File: src/rtl/timer_pkg.sv
// Shared timer definitions: register offsets, FSM states, request payload and helpers.
package timer_pkg;

  localparam int unsigned TCR_OFF    = 32'h0000_0000;
  localparam int unsigned TDR0_OFF   = 32'h0000_0004;
  localparam int unsigned TDR1_OFF   = 32'h0000_0008;
  localparam int unsigned TCR_EN_BIT = 0;
  localparam int unsigned WCNT_W     = 4;

  typedef enum logic [1:0] {IDLE, WAIT, RESP} timer_state_e;

  typedef enum logic [1:0] {REG_TCR, REG_TDR0, REG_TDR1, REG_NONE} timer_reg_e;

  // Access captured on the first access-phase edge and replayed at completion.
  typedef struct packed {
    logic       wr;
    timer_reg_e sel;
  } timer_req_t;

  // Map a zero-extended byte address to a register; misaligned or unknown -> REG_NONE.
  function automatic timer_reg_e decode_reg(input logic [31:0] a);
    decode_reg = REG_NONE;
    if (a == TCR_OFF)  decode_reg = REG_TCR;
    if (a == TDR0_OFF) decode_reg = REG_TDR0;
    if (a == TDR1_OFF) decode_reg = REG_TDR1;
  endfunction

  // Per-byte select of new data over the current value.
  function automatic logic [31:0] byte_merge(input logic [31:0] new_v,
                                             input logic [31:0] old_v,
                                             input logic [3:0]  strb);
    byte_merge = old_v;
    for (int i = 0; i < 4; i++) begin
      if (strb[i]) byte_merge[8*i +: 8] = new_v[8*i +: 8];
    end
  endfunction

endpackage

File: src/rtl/apb_timer_regif_if.sv
// APB3 bus bundle between the interconnect (master) and the timer register file (slave).
interface apb_timer_regif_if #(
  parameter int unsigned ADDR_W = 12
) ();

  logic              psel;
  logic              penable;
  logic              pwrite;
  logic [ADDR_W-1:0] paddr;
  logic [31:0]       pwdata;
  logic [3:0]        pstrb;
  logic              pready;
  logic [31:0]       prdata;
  logic              pslverr;

  modport master (
    output psel, penable, pwrite, paddr, pwdata, pstrb,
    input  pready, prdata, pslverr
  );

  modport slave (
    input  psel, penable, pwrite, paddr, pwdata, pstrb,
    output pready, prdata, pslverr
  );

endinterface

File: src/rtl/apb_timer_regif.sv
// APB3 responder for the timer: wait-stated access FSM, coherent 64-bit read snapshot,
// byte-merged single-cycle write strobe towards the counter.
module apb_timer_regif
  import timer_pkg::*;
#(
  parameter int unsigned ADDR_W      = 12,
  parameter int unsigned WAIT_CYCLES = 1
) (
  input  logic                clk,
  input  logic                rst,
  apb_timer_regif_if.slave    apb,
  output logic [31:0]         addr,
  output logic                wr_en,
  output logic [31:0]         wdata,
  output logic                cnt_en,
  input  logic [31:0]         tdr_0,
  input  logic [31:0]         tdr_1
);

  // First access cycle is spent in IDLE, so WAIT holds for WAIT_CYCLES-1 cycles before RESP.
  localparam int unsigned WAIT_LOAD = (WAIT_CYCLES > 1) ? WAIT_CYCLES - 2 : 0;

  timer_state_e      state_q, state_d;
  logic [WCNT_W-1:0] wcnt_q, wcnt_d;
  timer_req_t        req_q, req_d;
  logic [31:0]       rdata_q, rdata_d;
  logic [31:0]       shadow_q, shadow_d;
  logic              pready_q, pready_d;
  logic [31:0]       prdata_q, prdata_d;
  logic              pslverr_q, pslverr_d;
  logic              wr_en_q, wr_en_d;
  logic [31:0]       addr_q, addr_d;
  logic [31:0]       wdata_q, wdata_d;
  logic              cnt_en_q, cnt_en_d;

  logic [ADDR_W-1:0] paddr_w;
  logic              access;
  timer_reg_e        cur_reg;

  assign paddr_w = apb.paddr;
  assign access  = apb.psel & apb.penable;
  assign cur_reg = decode_reg(32'(paddr_w));

  // Next-state, sampling and registered-output logic.
  always_comb begin
    state_d   = state_q;
    wcnt_d    = wcnt_q;
    req_d     = req_q;
    rdata_d   = rdata_q;
    shadow_d  = shadow_q;
    addr_d    = addr_q;
    wdata_d   = wdata_q;
    cnt_en_d  = cnt_en_q;
    wr_en_d   = 1'b0;

    case (state_q)
      IDLE: begin
        if (access && !pready_q) begin
          req_d   = '{wr: apb.pwrite, sel: cur_reg};
          wcnt_d  = WCNT_W'(WAIT_LOAD);
          rdata_d = '0;
          if (!apb.pwrite) begin
            case (cur_reg)
              REG_TCR:  rdata_d[TCR_EN_BIT] = cnt_en_q;
              REG_TDR0: begin
                rdata_d  = tdr_0;
                shadow_d = tdr_1;
              end
              REG_TDR1: rdata_d = shadow_q;
              default:  rdata_d = '0;
            endcase
          end
          state_d = (WAIT_CYCLES > 1) ? WAIT : RESP;
        end
      end
      WAIT: begin
        if (!apb.psel) begin
          state_d = IDLE;
        end else if (wcnt_q == '0) begin
          state_d = RESP;
        end else begin
          wcnt_d = wcnt_q - WCNT_W'(1);
        end
      end
      RESP: begin
        state_d = IDLE;
        // Write side effects land on the completing edge only.
        if (access && req_q.wr) begin
          case (req_q.sel)
            REG_TCR: begin
              if (apb.pstrb[0]) cnt_en_d = apb.pwdata[TCR_EN_BIT];
            end
            REG_TDR0: begin
              wr_en_d = 1'b1;
              addr_d  = 32'(TDR0_OFF);
              wdata_d = byte_merge(apb.pwdata, tdr_0, apb.pstrb);
            end
            REG_TDR1: begin
              wr_en_d = 1'b1;
              addr_d  = 32'(TDR1_OFF);
              wdata_d = byte_merge(apb.pwdata, tdr_1, apb.pstrb);
            end
            default: wr_en_d = 1'b0;
          endcase
        end
      end
      default: state_d = IDLE;
    endcase

    pready_d  = (state_d == RESP);
    pslverr_d = pready_d && (req_d.sel == REG_NONE);
    prdata_d  = pready_d ? rdata_d : '0;
  end

  // State and output registers.
  always_ff @(posedge clk or posedge rst) begin
    if (rst) begin
      state_q   <= IDLE;
      wcnt_q    <= '0;
      req_q     <= '{wr: 1'b0, sel: REG_NONE};
      rdata_q   <= '0;
      shadow_q  <= '0;
      pready_q  <= 1'b0;
      prdata_q  <= '0;
      pslverr_q <= 1'b0;
      wr_en_q   <= 1'b0;
      addr_q    <= '0;
      wdata_q   <= '0;
      cnt_en_q  <= 1'b0;
    end else begin
      state_q   <= state_d;
      wcnt_q    <= wcnt_d;
      req_q     <= req_d;
      rdata_q   <= rdata_d;
      shadow_q  <= shadow_d;
      pready_q  <= pready_d;
      prdata_q  <= prdata_d;
      pslverr_q <= pslverr_d;
      wr_en_q   <= wr_en_d;
      addr_q    <= addr_d;
      wdata_q   <= wdata_d;
      cnt_en_q  <= cnt_en_d;
    end
  end

  assign apb.pready  = pready_q;
  assign apb.prdata  = prdata_q;
  assign apb.pslverr = pslverr_q;
  assign addr        = addr_q;
  assign wr_en       = wr_en_q;
  assign wdata       = wdata_q;
  assign cnt_en      = cnt_en_q;

endmodule

File: src/flat_wrapper.sv
// flat-port wrapper written by rule: the top's interface ports become plain ports
module apb_timer_regif_flat import timer_pkg::*;
#(
  parameter int unsigned ADDR_W      = 12,
  parameter int unsigned WAIT_CYCLES = 1
)
  (clk, rst, addr, wr_en, wdata, cnt_en, tdr_0, tdr_1, apb_psel, apb_penable, apb_pwrite, apb_paddr, apb_pwdata, apb_pstrb, apb_pready, apb_prdata, apb_pslverr);
  apb_timer_regif_if #(.ADDR_W(ADDR_W)) apb_i ();
  input  logic clk;
  input  logic rst;
  output logic [31:0] addr;
  output logic wr_en;
  output logic [31:0] wdata;
  output logic cnt_en;
  input  logic [31:0] tdr_0;
  input  logic [31:0] tdr_1;
  input wire logic [$bits(apb_i.psel)-1:0] apb_psel;
  input wire logic [$bits(apb_i.penable)-1:0] apb_penable;
  input wire logic [$bits(apb_i.pwrite)-1:0] apb_pwrite;
  input wire logic [$bits(apb_i.paddr)-1:0] apb_paddr;
  input wire logic [$bits(apb_i.pwdata)-1:0] apb_pwdata;
  input wire logic [$bits(apb_i.pstrb)-1:0] apb_pstrb;
  output wire logic [$bits(apb_i.pready)-1:0] apb_pready;
  output wire logic [$bits(apb_i.prdata)-1:0] apb_prdata;
  output wire logic [$bits(apb_i.pslverr)-1:0] apb_pslverr;
  assign apb_i.psel = apb_psel;
  assign apb_i.penable = apb_penable;
  assign apb_i.pwrite = apb_pwrite;
  assign apb_i.paddr = apb_paddr;
  assign apb_i.pwdata = apb_pwdata;
  assign apb_i.pstrb = apb_pstrb;
  assign apb_pready = apb_i.pready;
  assign apb_prdata = apb_i.prdata;
  assign apb_pslverr = apb_i.pslverr;
  apb_timer_regif #(.ADDR_W(ADDR_W), .WAIT_CYCLES(WAIT_CYCLES)) u_core (.clk(clk), .rst(rst), .apb(apb_i), .addr(addr), .wr_en(wr_en), .wdata(wdata), .cnt_en(cnt_en), .tdr_0(tdr_0), .tdr_1(tdr_1));
endmodule
File: config.mk
export PLATFORM = sky130hd
export DESIGN_NAME = apb_timer_regif_flat
export DESIGN_NICKNAME = d
export VERILOG_FILES = /design/src/rtl/timer_pkg.sv /design/src/rtl/apb_timer_regif_if.sv /design/src/rtl/apb_timer_regif.sv /design/src/flat_wrapper.sv
export SDC_FILE = /design/constraint.sdc
export NUM_CORES = 1
export LEC_CHECK = 0
export CAP_MARGIN = 20
export CELL_PAD_IN_SITES_DETAIL_PLACEMENT = 1
export CELL_PAD_IN_SITES_GLOBAL_PLACEMENT = 2
export CORE_MARGIN = 5
export CORE_UTILIZATION = 32
export CTS_CLUSTER_SIZE = 30
export DETAILED_ROUTE_END_ITERATION = 8
export PLACE_DENSITY = 0.84
export SLEW_MARGIN = 20
export SYNTH_ARGS = -nofsm -noshare
export SYNTH_HDL_FRONTEND = slang
export SYNTH_SLANG_ARGS = --single-unit
File: constraint.sdc
create_clock -name clk -period 12 [get_ports clk]
set_input_delay 2.4 -clock clk [delete_from_list [all_inputs] [get_ports clk]]
set_output_delay 2.4 -clock clk [all_outputs]
set_load 0.1 [all_outputs]
==> impl_metrics.json <==
{
  "cp.arrival_ns": 5.79,
  "ys_async_sr_fraction": 1.000,
  "port_buffers": 186,
  "yosysSeqAreaShare": 0.5420,
  "crit_path_cell_trace": "clkdlybuf4s50_1, or4_1, nor4_1, inv_1, ha_1, nor2_1, nand3_2, buf_16, o2bb2ai_1",
  "clock_latency_ns": 0.42,
  "status": "finished clean",
  "cts_buffers": 17,
  "cts_tree": "built",
  "grtUsageTotal": 0.1618,
  "io_pins": 217,
  "postCtsSetupBuffers": 0,
  "ir_drop_mv": 0.09405,
  "slew-limit-headroom": 0.2750,
  "grt_pass1_wl_um": 30920,
  "dieArea_mm2": 0.02362,
  "dr.first_iter.drc_count": 262,
  "reg2reg_depth": 3,
  "fin_crit_ns": 5.459,
  "grt_setup_unrepaired": "no",
  "clock_sinks": 143,
  "root_buffer": "clkbuf_16",
  "yosysMostFrequentCell": "dfrtp_1",
  "max_cap_viol_count": 0,
  "cp.required_ns": 12.33,
  "rows": 52,
  "post-route-util": 0.4491,
  "ant_nets": 0,
  "synth_top_area_frac": 0.5341,
  "grt_max_degree": 84,
  "avgSynthCellArea_um2": 12.30,
  "antenna_found_initial": 0,
  "cts.path.max_buffers": 2,
  "design_area_mm2": 0.009117,
  "grt_pass1_vias": 5627,
  "ys_top_cells_by_area": "dfrtp_1 (53%), o2bb2ai_1 (8.2%), mux2_2 (6.5%)",
  "drtPass1Iterations": 5,
  "placed_area_mm2": 0.008596,
  "r2r_end": "u_core.shadow_q[13]$_DFFE_PP0P_",
  "fmax_mhz": 183.2,
  "synth_edf_count": 0,
  "drive_gt1_frac": 0.1108,
  "die_w_um": 153.7,
  "cp_slowest_stage_delay_ns": 0.60,
  "finalNetCount": 834,
  "synth_area_leader_cell": "dfrtp_1",
  "path_buf_inv": 3,
  "setup_viol": 0,
  "worstHoldStart": "u_core.rdata_q[9]$_DFF_PP0_",
  "syn2layout_area_growth_pct": 38.01,
  "synth-seq-cells": 143,
  "drc_errors": 0,
  "routed_wl_um": 19120,
  "syn_area_mm2": 0.006606,
  "crit_cells": 9,
  "ys_types": 40,
  "ctsResizeCount": 0,
  "synth_common_cells": "dfrtp_1 (141), o2bb2ai_1 (62), mux2_2 (38)",
  "p_per_area_mw_per_mm2": 127.1,
  "fin_crit_sh": 0.4549,
  "initial_core_util": 0.3254,
  "antenna_cells": 0,
  "wl_per_cell_um": 19.27,
  "finalMaxSlewViolations": 0,
  "crit_fanout": 33,
  "critPathCapture": "u_core.rdata_q[8]$_DFF_PP0_",
  "worst_slew_pin_slew_ns": 1.084,
  "skew_ns": 0.01039,
  "cts-hold-fix-buffers": 0,
  "final_hold_viol_count": 0,
  "path_clk_slew_ns": 0.06,
  "dp_hpwl_um": 13610,
  "r2r-start": "u_core.state_q[0]$_DFF_PP0_",
  "n_fill_cell": 2183,
  "die_h_um": 153.7,
  "hp-class": "flip-flop to flip-flop",
  "hold_slack_ns": 0.4857,
  "place.gp.congestion": 0.7618,
  "power_leakage_nw": 3.910,
  "cp_top_family": "simple AND/OR/NAND/NOR gates",
  "end_kind": "flip-flop",
  "ys.flop_type": "dfrtp_1",
  "finalSetupTns_ns": 0,
  "synth_cells": 537,
  "post_drt_via_cell_ratio": 4.952,
  "routed-via-count": 4912,
  "critPathLaunchType": "input pin",
  "r2r_setup_slack_ns": 9.18,
  "grt.overflow.total": 0,
  "core_region_area_mm2": 0.02030,
  "synth_warnings": 0,
  "path_class": "input pin to flip-flop",
  "ctsHtreeMaxLevel": 4,
  "critical_path.startpoint": "apb_paddr[5]",
  "slowest_stage": "nor4_1"
}
registers in the layout (all words and copies together) (netlist names):
register / flops
u_core.apb.pready: 1
u_core.shadow_q: 32
u_core.rdata_q: 32
u_core.apb.prdata: 32
u_core.req_q: 3
u_core.apb.pslverr: 1
u_core.wdata: 32
u_core.state_q: 2
u_core.wcnt_q: 4
u_core.wr_en: 1
u_core.addr: 2
u_core.cnt_en: 1
layout make-up:
class / count / area [um2] / share of cell area
sequential: 143 / 3581 / 0.3928
multi-input combinational: 343 / 2700 / 0.2961
timing repair buffer: 192 / 1927 / 0.2113
clock buffer: 23 / 457.9 / 0.05023
tap: 270 / 337.8 / 0.03705
clock inverter: 9 / 63.81 / 0.006999
inverter: 12 / 50.05 / 0.005489
metrics by stage:
stage	power, mW	setup slack, ns	instances
finish	1.159	6.541	992
global route	1.202	6.310	992
CTS	1.175	6.519	992
detailed placement	0.6942	6.080	960
global placement	0.6910	6.079	959
floorplan	0.6325	5.765	566
worst register-to-register path, stage by stage, from the launching register on:
cell      delay, ns
dfrtp_1        0.45
nor4bb_1       0.83
and4_2         1.00
mux2_1         0.43
cell usage in the layout, fill, tap and decap left out, drive strengths merged, types with 2 or more instances in the layout:
| cell | instances |
|---|---|
| clkbuf | 23 |
| dfstp | 2 |
| nand2 | 35 |
| clkdlybuf4s50 | 186 |
| conb | 30 |
| nor3b | 3 |
| buf | 6 |
| nor4 | 2 |
| o2bb2ai | 62 |
| ha | 8 |
| inv | 11 |
| mux2 | 68 |
| clkinvlp | 3 |
| dfrtp | 141 |
| a22oi | 31 |
| nand4 | 2 |
| o21ai | 34 |
| mux2i | 34 |
| and3 | 2 |
| or3 | 2 |
| nor2b | 3 |
| clkinv | 7 |
| a21oi | 6 |
| nor2 | 3 |
| or4 | 4 |
kinds of logic after synthesis:
family / Yosys count / synth area share
flops: 143 / 0.5420
compound gates: 140 / 0.1570
mux: 102 / 0.1674
buf+inv: 80 / 0.07045
simple gates: 63 / 0.04735
fa+ha+maj: 8 / 0.01515
other cells: 1 / 0.0005676
report_power, final:
part | total [mW] | internal (mW) | switching [mW]
Clock | 0.474 | 0.269 | 0.205
Combinational | 0.189 | 0.0572 | 0.132
Sequential | 0.495 | 0.491 | 0.00461
Total | 1.16 | 0.817 | 0.342
metal layers:
metal	track usage	routed length, um	vias up
met5	0	0	-
met4	0.04542	234	0
met3	0.05509	1265	19
met2	0.2707	9367	154
met1	0.2000	8249	2478
li1	-	-	2261
worst min-delay path by stage:
| stage | slack, ns | depth (start not counted) | end |
|---|---|---|---|
| floorplan | 0.46 | 1 | u_core.apb.prdata[10]$_DFF_PP0_ |
| global placement | 0.47 | 1 | u_core.shadow_q[28]$_DFFE_PP0P_ |
| detailed placement | 0.47 | 1 | u_core.apb.prdata[15]$_DFF_PP0_ |
| CTS | 0.48 | 1 | u_core.apb.prdata[9]$_DFF_PP0_ |
| global route | 0.50 | 1 | u_core.apb.prdata[9]$_DFF_PP0_ |
| finish | 0.49 | 1 | u_core.apb.prdata[9]$_DFF_PP0_ |
Note: power is estimated with default switching activity, not from simulation.
